File: src/rtl/mult_sched_pkg.sv
// Shared widths, FSM state type and counter helper for the mult_sched
// request scheduler.
package mult_sched_pkg;

    localparam int MN1_W     = 48;
    localparam int MN2_W     = 16;
    localparam int RES_W     = 32;
    localparam int OVR_CNT_W = 16;

    typedef enum logic [1:0] {
        IDLE  = 2'd0,
        ISSUE = 2'd1,
        RESP  = 2'd2
    } sched_state_t;

    function automatic logic [OVR_CNT_W-1:0] sat_inc(input logic [OVR_CNT_W-1:0] v);
        return (v == {OVR_CNT_W{1'b1}}) ? v : v + OVR_CNT_W'(1);
    endfunction

endpackage

File: src/rtl/mult.sv
// Combinational float multiplier: 48-bit (s/e8/f39) x 16-bit (s/e5/f10)
// operands, 32-bit (s/e8/f23) result; truncating with a sticky LSB.
module mult (
    input  logic [47:0] mn1,
    input  logic [15:0] mn2,
    output logic [31:0] result,
    output logic        ovr
);
    logic               sign_s;
    logic [7:0]         e1_s;
    logic [4:0]         e2_s;
    logic [10:0]        sig1_s;
    logic [10:0]        sig2_s;
    logic [21:0]        prod_s;
    logic [22:0]        frac_s;
    logic               sticky_s;
    logic signed [10:0] exp_s;

    // significand product, normalisation and range classification
    always_comb begin
        sign_s   = mn1[47] ^ mn2[15];
        e1_s     = mn1[46:39];
        e2_s     = mn2[14:10];
        sig1_s   = {1'b1, mn1[38:29]};
        sig2_s   = {1'b1, mn2[9:0]};
        sticky_s = |mn1[28:0];
        prod_s   = 22'(sig1_s) * 22'(sig2_s);
        exp_s    = $signed({3'b000, e1_s}) + $signed({6'b000000, e2_s})
                 + $signed({10'b0000000000, prod_s[21]}) - 11'sd15;
        if (prod_s[21]) begin
            frac_s = {prod_s[20:0], 2'b00};
        end else begin
            frac_s = {prod_s[19:0], 3'b000};
        end
        result = 32'h0000_0000;
        ovr    = 1'b0;
        if (e1_s == 8'h00 || e2_s == 5'h00 || exp_s <= 11'sd0) begin
            result = {sign_s, 31'h0000_0000};
        end else if (exp_s >= 11'sd255) begin
            result = {sign_s, 8'hFF, 23'h00_0000};
            ovr    = 1'b1;
        end else begin
            result = {sign_s, exp_s[7:0], frac_s[22:1], frac_s[0] | sticky_s};
        end
    end

endmodule

File: src/rtl/rr_arbiter.sv
// Round-robin grant: first asserted request at or after ptr, wrapping
// modulo NREQ.
module rr_arbiter #(
    parameter int NREQ = 4,
    parameter int ID_W = $clog2(NREQ)
) (
    input  logic [NREQ-1:0] req,
    input  logic [ID_W-1:0] ptr,
    output logic [NREQ-1:0] gnt,
    output logic [ID_W-1:0] gnt_idx,
    output logic            any
);
    logic [ID_W-1:0] idx_s;
    logic            hit_s;

    // circular priority scan starting at ptr
    always_comb begin
        gnt     = '0;
        gnt_idx = '0;
        any     = 1'b0;
        idx_s   = '0;
        hit_s   = 1'b0;
        for (int off = 0; off < NREQ; off++) begin
            idx_s        = ID_W'((int'(ptr) + off) % NREQ);
            hit_s        = !any && req[idx_s];
            gnt[idx_s]   = hit_s;
            gnt_idx      = hit_s ? idx_s : gnt_idx;
            any          = any | hit_s;
        end
    end

endmodule

File: src/rtl/mult_sched.sv
// Shares one mult instance among NREQ requesters: round-robin accept,
// one registered issue cycle, tagged response held under backpressure.
module mult_sched
    import mult_sched_pkg::*;
#(
    parameter int NREQ = 4,
    parameter int ID_W = $clog2(NREQ)
) (
    input  logic                  clk,
    input  logic                  rst_n,
    input  logic [NREQ-1:0]       req_valid,
    output logic [NREQ-1:0]       req_ready,
    input  logic [NREQ*MN1_W-1:0] req_mn1,
    input  logic [NREQ*MN2_W-1:0] req_mn2,
    output logic                  rsp_valid,
    input  logic                  rsp_ready,
    output logic [ID_W-1:0]       rsp_id,
    output logic [RES_W-1:0]      rsp_result,
    output logic                  rsp_ovr,
    output logic                  busy,
    output logic [OVR_CNT_W-1:0]  ovr_count
);
    sched_state_t         state_r;
    sched_state_t         state_s;
    logic [ID_W-1:0]      ptr_r;
    logic [ID_W-1:0]      id_r;
    logic [ID_W-1:0]      gnt_idx_s;
    logic [NREQ-1:0]      gnt_s;
    logic                 any_s;
    logic                 accept_s;
    logic                 deliver_s;
    logic [MN1_W-1:0]     op1_r;
    logic [MN2_W-1:0]     op2_r;
    logic [RES_W-1:0]     mult_res_s;
    logic                 mult_ovr_s;
    logic                 rsp_valid_r;
    logic [ID_W-1:0]      rsp_id_r;
    logic [RES_W-1:0]     rsp_result_r;
    logic                 rsp_ovr_r;
    logic [OVR_CNT_W-1:0] ovr_cnt_r;

    rr_arbiter #(.NREQ(NREQ), .ID_W(ID_W)) u_arb (
        .req     (req_valid),
        .ptr     (ptr_r),
        .gnt     (gnt_s),
        .gnt_idx (gnt_idx_s),
        .any     (any_s)
    );

    mult u_mult (
        .mn1    (op1_r),
        .mn2    (op2_r),
        .result (mult_res_s),
        .ovr    (mult_ovr_s)
    );

    // next-state and handshake decode; ready is masked while reset is held
    always_comb begin
        state_s   = state_r;
        req_ready = '0;
        accept_s  = 1'b0;
        deliver_s = 1'b0;
        case (state_r)
            IDLE: begin
                if (rst_n) begin
                    req_ready = gnt_s;
                end else begin
                    req_ready = '0;
                end
                accept_s = any_s;
                state_s  = any_s ? ISSUE : IDLE;
            end
            ISSUE: begin
                state_s = RESP;
            end
            RESP: begin
                deliver_s = rsp_ready;
                state_s   = rsp_ready ? IDLE : RESP;
            end
            default: begin
                state_s = IDLE;
            end
        endcase
    end

    // state register
    always_ff @(posedge clk or negedge rst_n) begin
        if (!rst_n) begin
            state_r <= IDLE;
        end else begin
            state_r <= state_s;
        end
    end

    // operand capture and pointer advance at the accept edge
    always_ff @(posedge clk or negedge rst_n) begin
        if (!rst_n) begin
            ptr_r <= '0;
            id_r  <= '0;
            op1_r <= '0;
            op2_r <= '0;
        end else if (accept_s) begin
            ptr_r <= (gnt_idx_s == ID_W'(NREQ - 1)) ? '0 : gnt_idx_s + ID_W'(1);
            id_r  <= gnt_idx_s;
            op1_r <= req_mn1[gnt_idx_s*MN1_W +: MN1_W];
            op2_r <= req_mn2[gnt_idx_s*MN2_W +: MN2_W];
        end
    end

    // response registers: load at end of ISSUE, drop valid on delivery
    always_ff @(posedge clk or negedge rst_n) begin
        if (!rst_n) begin
            rsp_valid_r  <= 1'b0;
            rsp_id_r     <= '0;
            rsp_result_r <= '0;
            rsp_ovr_r    <= 1'b0;
        end else if (state_r == ISSUE) begin
            rsp_valid_r  <= 1'b1;
            rsp_id_r     <= id_r;
            rsp_result_r <= mult_res_s;
            rsp_ovr_r    <= mult_ovr_s;
        end else if (deliver_s) begin
            rsp_valid_r  <= 1'b0;
        end
    end

    // saturating count of delivered overflow responses
    always_ff @(posedge clk or negedge rst_n) begin
        if (!rst_n) begin
            ovr_cnt_r <= '0;
        end else if (deliver_s && rsp_ovr_r) begin
            ovr_cnt_r <= sat_inc(ovr_cnt_r);
        end
    end

    assign rsp_valid  = rsp_valid_r;
    assign rsp_id     = rsp_id_r;
    assign rsp_result = rsp_result_r;
    assign rsp_ovr    = rsp_ovr_r;
    assign busy       = (state_r != IDLE);
    assign ovr_count  = ovr_cnt_r;

endmodule

File: config.mk
export PLATFORM = sky130hd
export DESIGN_NAME = mult_sched
export DESIGN_NICKNAME = d
export VERILOG_FILES = /design/src/rtl/mult_sched_pkg.sv /design/src/rtl/mult.sv /design/src/rtl/rr_arbiter.sv /design/src/rtl/mult_sched.sv
export SDC_FILE = /design/constraint.sdc
export NUM_CORES = 1
export LEC_CHECK = 0
export ABC_AREA = 1
export CORE_MARGIN = 4
export CORE_UTILIZATION = 30
export DETAILED_ROUTE_END_ITERATION = 7
export PLACE_DENSITY = 0.56
export SETUP_SLACK_MARGIN = 0.15
export SLEW_MARGIN = 10
export SYNTH_ARGS = -nofsm -noshare
export SYNTH_HDL_FRONTEND = slang
export SYNTH_SLANG_ARGS = --single-unit
File: constraint.sdc
create_clock -name clk -period 6.5 [get_ports clk]
set_input_delay 0.65 -clock clk [delete_from_list [all_inputs] [get_ports clk]]
set_output_delay 0.65 -clock clk [all_outputs]
set_load 0.01 [all_outputs]
# Yosys cells after proc, flatten, opt, wreduce, memory -nomap -nowiden

Index checks and enable logic that the tools add are counted.

Flip-flop bits (word level): 122
Bits of input ports: 263
Output and inout bits: 57
Word-level logic and storage cells: 101

Add/subtract/negate cells: 8
$mul: 2
Magnitude comparators: 10
Equal/unequal tests: 4
Shift-type cells: 2
Mux-type cells: 38
Bitwise logic cells: 7
Reductions and logical operators: 20

Operators with widths:

| kind                  | number |
|---|---|
| $shiftx 192x9->48     | 1 |
| $shiftx 64x7->16      | 1 |
| $mux 31               | 2 |
| $reduce_or 29->1      | 1 |
| $mux 23               | 1 |
| $mul 11x11->22        | 1 |
| $add 16x1->16 const B | 1 |
| $eq 16x16->1 const B  | 1 |
| $mux 1                | 15 |
| $bwmux 4              | 3 |
| $lt 2x3->1 const B    | 4 |
| $mux 2                | 6 |
| $add 11x2->11         | 1 |
| $ge 11x9->1 const B   | 1 |
| $le 11x1->1 const B   | 1 |
| $sub 11x5->11 const B | 1 |
| $add 8x5->9           | 1 |
| $bmux 1 s2            | 4 |
| $demux 1 s2           | 4 |
| $ge 2x1->1 const B    | 4 |
| $logic_and 1x1->1     | 8 |
| $logic_not 8->1       | 1 |
| $mux 4                | 2 |
| $pmux 2 s3            | 1 |
| 15 further kinds      | 25 |

# Logic depth before layout (Yosys ltp)

Depth after elaboration: 13
Mapped depth: 42
Depth with buffers taken out: 40

# Cells and area by module

Synthesis repeated with hierarchy kept, for this count alone.

Cells, all modules: 1821
Area total of the unflattened synthesis: 12821.0 µm²

By module, submodules not included:

| module     | instances | cells an instance | area each (µm²) | sequential area each (µm²) |
|---|---|---|---|---|
| mult_sched | 1         | 884               | 6785.3          | 3052.9 |
| mult       | 1         | 846               | 5560.3          | 0.0 |
| rr_arbiter | 1         | 91                | 475.5           | 0.0 |

# Worst setup path after synthesis

Ideal clock, no wire load.

Path type: register to register
Start: register op1_r[30]
End: register rsp_result_r[10] (netlist: rsp_result[10])
Setup time: 66 ps
Data arrival time: 6417 ps
Data required time: 6434 ps
Path slack: 18 ps
Stages on the path, launching flop included: 40
Path buffers: 3
Clock period less this slack: 6482 ps
Path through: dfrtp_1 clkbuf_1 nand2_1 inv_1 fa_1 inv_1 fa_1 inv_1 fa_1 fa_1 inv_1 fa_1 inv_1 ha_1 inv_1 o21ai_0 nand2_1 nand3_1 [... 4 more ...] clkbuf_1 ha_1 inv_1 ha_1 nand3_1 inv_1 nand3_1 nand2_1 nor2_1 nand2_1 nand2_1 nor2_1 nand2_1 nor2_1 nor2_1 buf_2 nand3_1 nand2_1

Longest elaborated chain between the ends: 6
Elaborated cells on any way between the ends: 9
Those cells by class: add/sub: 2; mul: 1; order compare: 2; mux: 3; reduce/logical: 1

Ends and longest elaborated chain:

| what                                               | line                   | text |
|---|---|---|
| start, declared                                    | mult_sched.sv:32       | `logic [MN1_W-1:0] op1_r;` |
| start signal, assigned                             | mult_sched.sv:105      | `op1_r <= req_mn1[gnt_idx_s*MN1_W +: MN1_W];` |
| $mul 11x11->22 *                                   | mult.sv:27             | `prod_s = 22'(sig1_s) * 22'(sig2_s);` |
| $add 11x2->11                                      | mult.sv:29             | `+ $signed({10'b0000000000, prod_s[21]}) - 11'sd15;` |
| $sub 11x5->11                                      | mult.sv:29             |  |
| $ge 11x9->1 / $le 11x1->1 (equally long branches)  | mult.sv:39, mult.sv:37 |  |
| $mux 31 / $logic_or 1x1->1 (equally long branches) | mult.sv:39, mult.sv:37 |  |
| $mux 31 *                                          | mult.sv:37             | `if (e1_s == 8'h00 \|\| e2_s == 5'h00 \|\| exp_s <= 11'sd0) begin` |
| end signal, assigned                               | mult_sched.sv:120      | `rsp_result_r <= mult_res_s;` |
| end, declared                                      | mult_sched.sv:38       | `logic [RES_W-1:0] rsp_result_r;` |

Every way passes the cells marked *; elsewhere a longest branch is shown, timed or not.
A chain may end at the register's enable or synchronous reset.

# Worst setup path after layout

Start: register op1_r[31]
End: register rsp_result_r[17] (netlist: rsp_result[17])

Same word-level chain as after synthesis.

==> impl_metrics.json <==
{
  "outcome": "finished clean",
  "synth_edf_count": 0,
  "grt_overflow": 0,
  "finClkSkew_ns": 0.008414,
  "seq_area_frac_synth_pct": 23.95,
  "finalHoldViolCount": 0,
  "dp.cells": 2788,
  "path_class": "flop to flop",
  "route.met3.wl_mm": 2.495,
  "syn_to_final_growth_pct": 42.45,
  "clkSlewWorstSetupHoldPaths_ns": 0.07,
  "vias_per_cell": 4.621,
  "routed_wl_mm": 44.85,
  "antenna_found_initial": 1,
  "drv_cap": 0,
  "final_nets": 2726,
  "ant_nets": 0,
  "syn_area_um2": 12640,
  "rr_endpoint": "rsp_result[17]",
  "remaining_drc_errors": 0,
  "grt_pass1_wl_mm": 71.17,
  "clock_path_buffers": 2,
  "diodes": 0,
  "cp.arrival_ns": 6.43,
  "postSynthAreaPerCell_um2": 6.385,
  "setup_viol": 0,
  "path_common_cell": "inv_2",
  "wl_per_cell_um": 15.71,
  "cts_tree": "done",
  "path_buf_inv": 11,
  "fmax_mhz": 163.7,
  "tightest_slew_ns": 1.158,
  "track_usage_pct": 19.70,
  "worst_hold_slack_ns": 0.2176,
  "slew_viol_final": 0,
  "cts_hold_buf": 0,
  "dieArea_um2": 45490,
  "slew_headroom_pct": 22.71,
  "place.gp.congestion": 0.8923,
  "drt-met1-wl_mm": 18.66,
  "cp-start-kind": "flop",
  "fill_cells": 4257,
  "post-route-period-util_pct": 93.96,
  "io_pins": 320,
  "core_area_um2": 41200,
  "drive_gt1_share_pct": 10.29,
  "die_x_um": 213.3,
  "r2r_slack_ns": 0.39,
  "synthesis.nets": 2396,
  "rsz0062_at_grt": "false",
  "ys.flop_type": "dfrtp_1",
  "cts_max_level": 4,
  "portBuffers": 318,
  "layoutNonFillerInstCount": 2855,
  "startpoint": "op1_r[31]",
  "min_period_ns": 6.107,
  "ys_seq_elements": 121,
  "critPathSlowestCell": "fa_1",
  "endpoint_kind": "flop",
  "drtIter0Drc": 644,
  "grt_max_degree": 73,
  "synthCells": 1980,
  "numCtsBuffers": 17,
  "root_buffer": "clkbuf_16",
  "grt_pass1_vias": 13657,
  "num_rows": 74,
  "synth_warnings": 0,
  "r2r_start": "op1_r[31]",
  "cpLargestDelayFamily": "adder cells",
  "highest_layer": "met5",
  "hpwl_mm": 35.29,
  "async_flop_share_pct": 100.0,
  "vias": 13192,
  "clk_latency_ns": 0.43,
  "holdCritPathClass": "input port to async pin",
  "tns_ns": 0,
  "crit_path_max_fanout": 6,
  "initial_core_util_pct": 30.68,
  "cts_sinks": 121,
  "r2r_cells": 38,
  "required_ns": 6.82,
  "dr_wl_met2_mm": 23.03,
  "synth_cell_type_count": 34,
  "drtPass1Iterations": 5,
  "die_h_um": 213.3,
  "slowest_delay_ns": 0.52
}
## cells in the mapped netlist, types with 2 or more instances
| cell type | instances | share of area (%) |
|---|---|---|
| clkbuf_1 | 35 | 1.0 |
| fa_1 | 81 | 13 |
| o21bai_1 | 5 | 0.30 |
| inv_2 | 3 | 0.089 |
| dfrtp_1 | 121 | 24 |
| xor2_1 | 17 | 1.2 |
| a21oi_4 | 2 | 0.26 |
| nand2_1 | 995 | 30 |
| ha_1 | 72 | 7.1 |
| o21ai_1 | 4 | 0.16 |
| nand3_1 | 149 | 5.9 |
| o21ai_0 | 26 | 1.0 |
| buf_2 | 45 | 1.8 |
| nand4_1 | 13 | 0.64 |
| nor2_1 | 66 | 2.0 |
| nor3_1 | 6 | 0.24 |
| a21oi_1 | 25 | 0.99 |
| xnor2_1 | 14 | 0.97 |
| nand3_2 | 2 | 0.16 |
| nor4_1 | 9 | 0.45 |
| o22ai_1 | 5 | 0.25 |
| inv_1 | 265 | 7.9 |
| buf_4 | 7 | 0.42 |
| nor2_4 | 3 | 0.27 |
## cells in the final DEF, fill, tap and decap left out, types with 24 or more instances in the layout
cell / n
nand2_1: 969
clkdlybuf4s50_1: 317
inv_1: 246
nand3_1: 133
dfrtp_1: 109
fa_1: 78
buf_4: 57
nor2_1: 56
ha_1: 54
o21ai_0: 24
## worst reg2reg max path: cells and delay by family, from the launching register on
kind | cells | cell delay [ns]
adders and majority gates | 8 | 3.08
and+or+nand+nor | 18 | 1.53
buffers and inverters | 11 | 0.82
DFF | 1 | 0.41
AOI/OAI and AO/OA | 1 | 0.16
## worst max-delay path by stage
stage	slack (ns)	cells past startpoint	to
5_1_grt	0.08	40	rsp_result[17]
2_1_floorplan	0.14	39	rsp_result[10]
3_3_place_gp	0.12	31	rsp_result[7]
6_report	0.39	38	rsp_result[17]
3_5_place_dp	0.08	33	rsp_ovr
4_1_cts	0.14	35	rsp_ovr
## metal layers
layer | GRT usage [%] | vias up
li1 | - | 6643
met1 | 24.05 | 6189
met2 | 35.88 | 317
met3 | 4.408 | 41
met4 | 3.642 | 2
met5 | 0 | -
## area by class of cell
| type | count | area [um^2] | share of cell area (%) |
|---|---|---|---|
| tap | 532 | 665.6 | 3.696 |
| inverter | 268 | 1008 | 5.600 |
| timing repair buffer | 398 | 3943 | 21.89 |
| sequential | 121 | 3043 | 16.90 |
| clock buffer | 17 | 425.4 | 2.362 |
| multi-input combinational | 1504 | 8708 | 48.36 |
| clock inverter | 15 | 215.2 | 1.195 |
## kinds of logic after synthesis
family	after synthesis	share of synthesized area (%)
buffers and inverters	355	11.19
xor gates and xnor gates	31	2.148
AOI/OAI and AO/OA	71	3.236
adders and majority gates	153	19.95
other	1	0.02966
and+or+nand+nor	1247	39.40
muxes	1	0.08907
DFF	121	23.95
## sequential cells by signal (all words and copies together), names as in the netlist
name	count
rsp_ovr	1
op2_r	16
rsp_id	2
ovr_count	16
rsp_result	31
ptr_r	2
rsp_valid	1
id_r	2
op1_r	48
state_r	2
## stage by stage
stage	cell area (um^2)	setup slack, ns	utilization [%]
detailed placement	16470	0.07786	39.97
finish	18010	0.3927	43.71
global route	18010	0.08240	43.71
global placement	16470	0.1230	39.97
floorplan	12640	0.1375	-
CTS	17160	0.1385	41.64
## repair_timing
action,CTS,global route
resized for setup,6,133
endpoints found under the setup margin,27,31
gates cloned,0,3
pin swaps,0,68
setup buffers,4,28
Power is not shown: default switching activity piles up to over one toggle a cycle in this logic, so the estimate is an artifact.
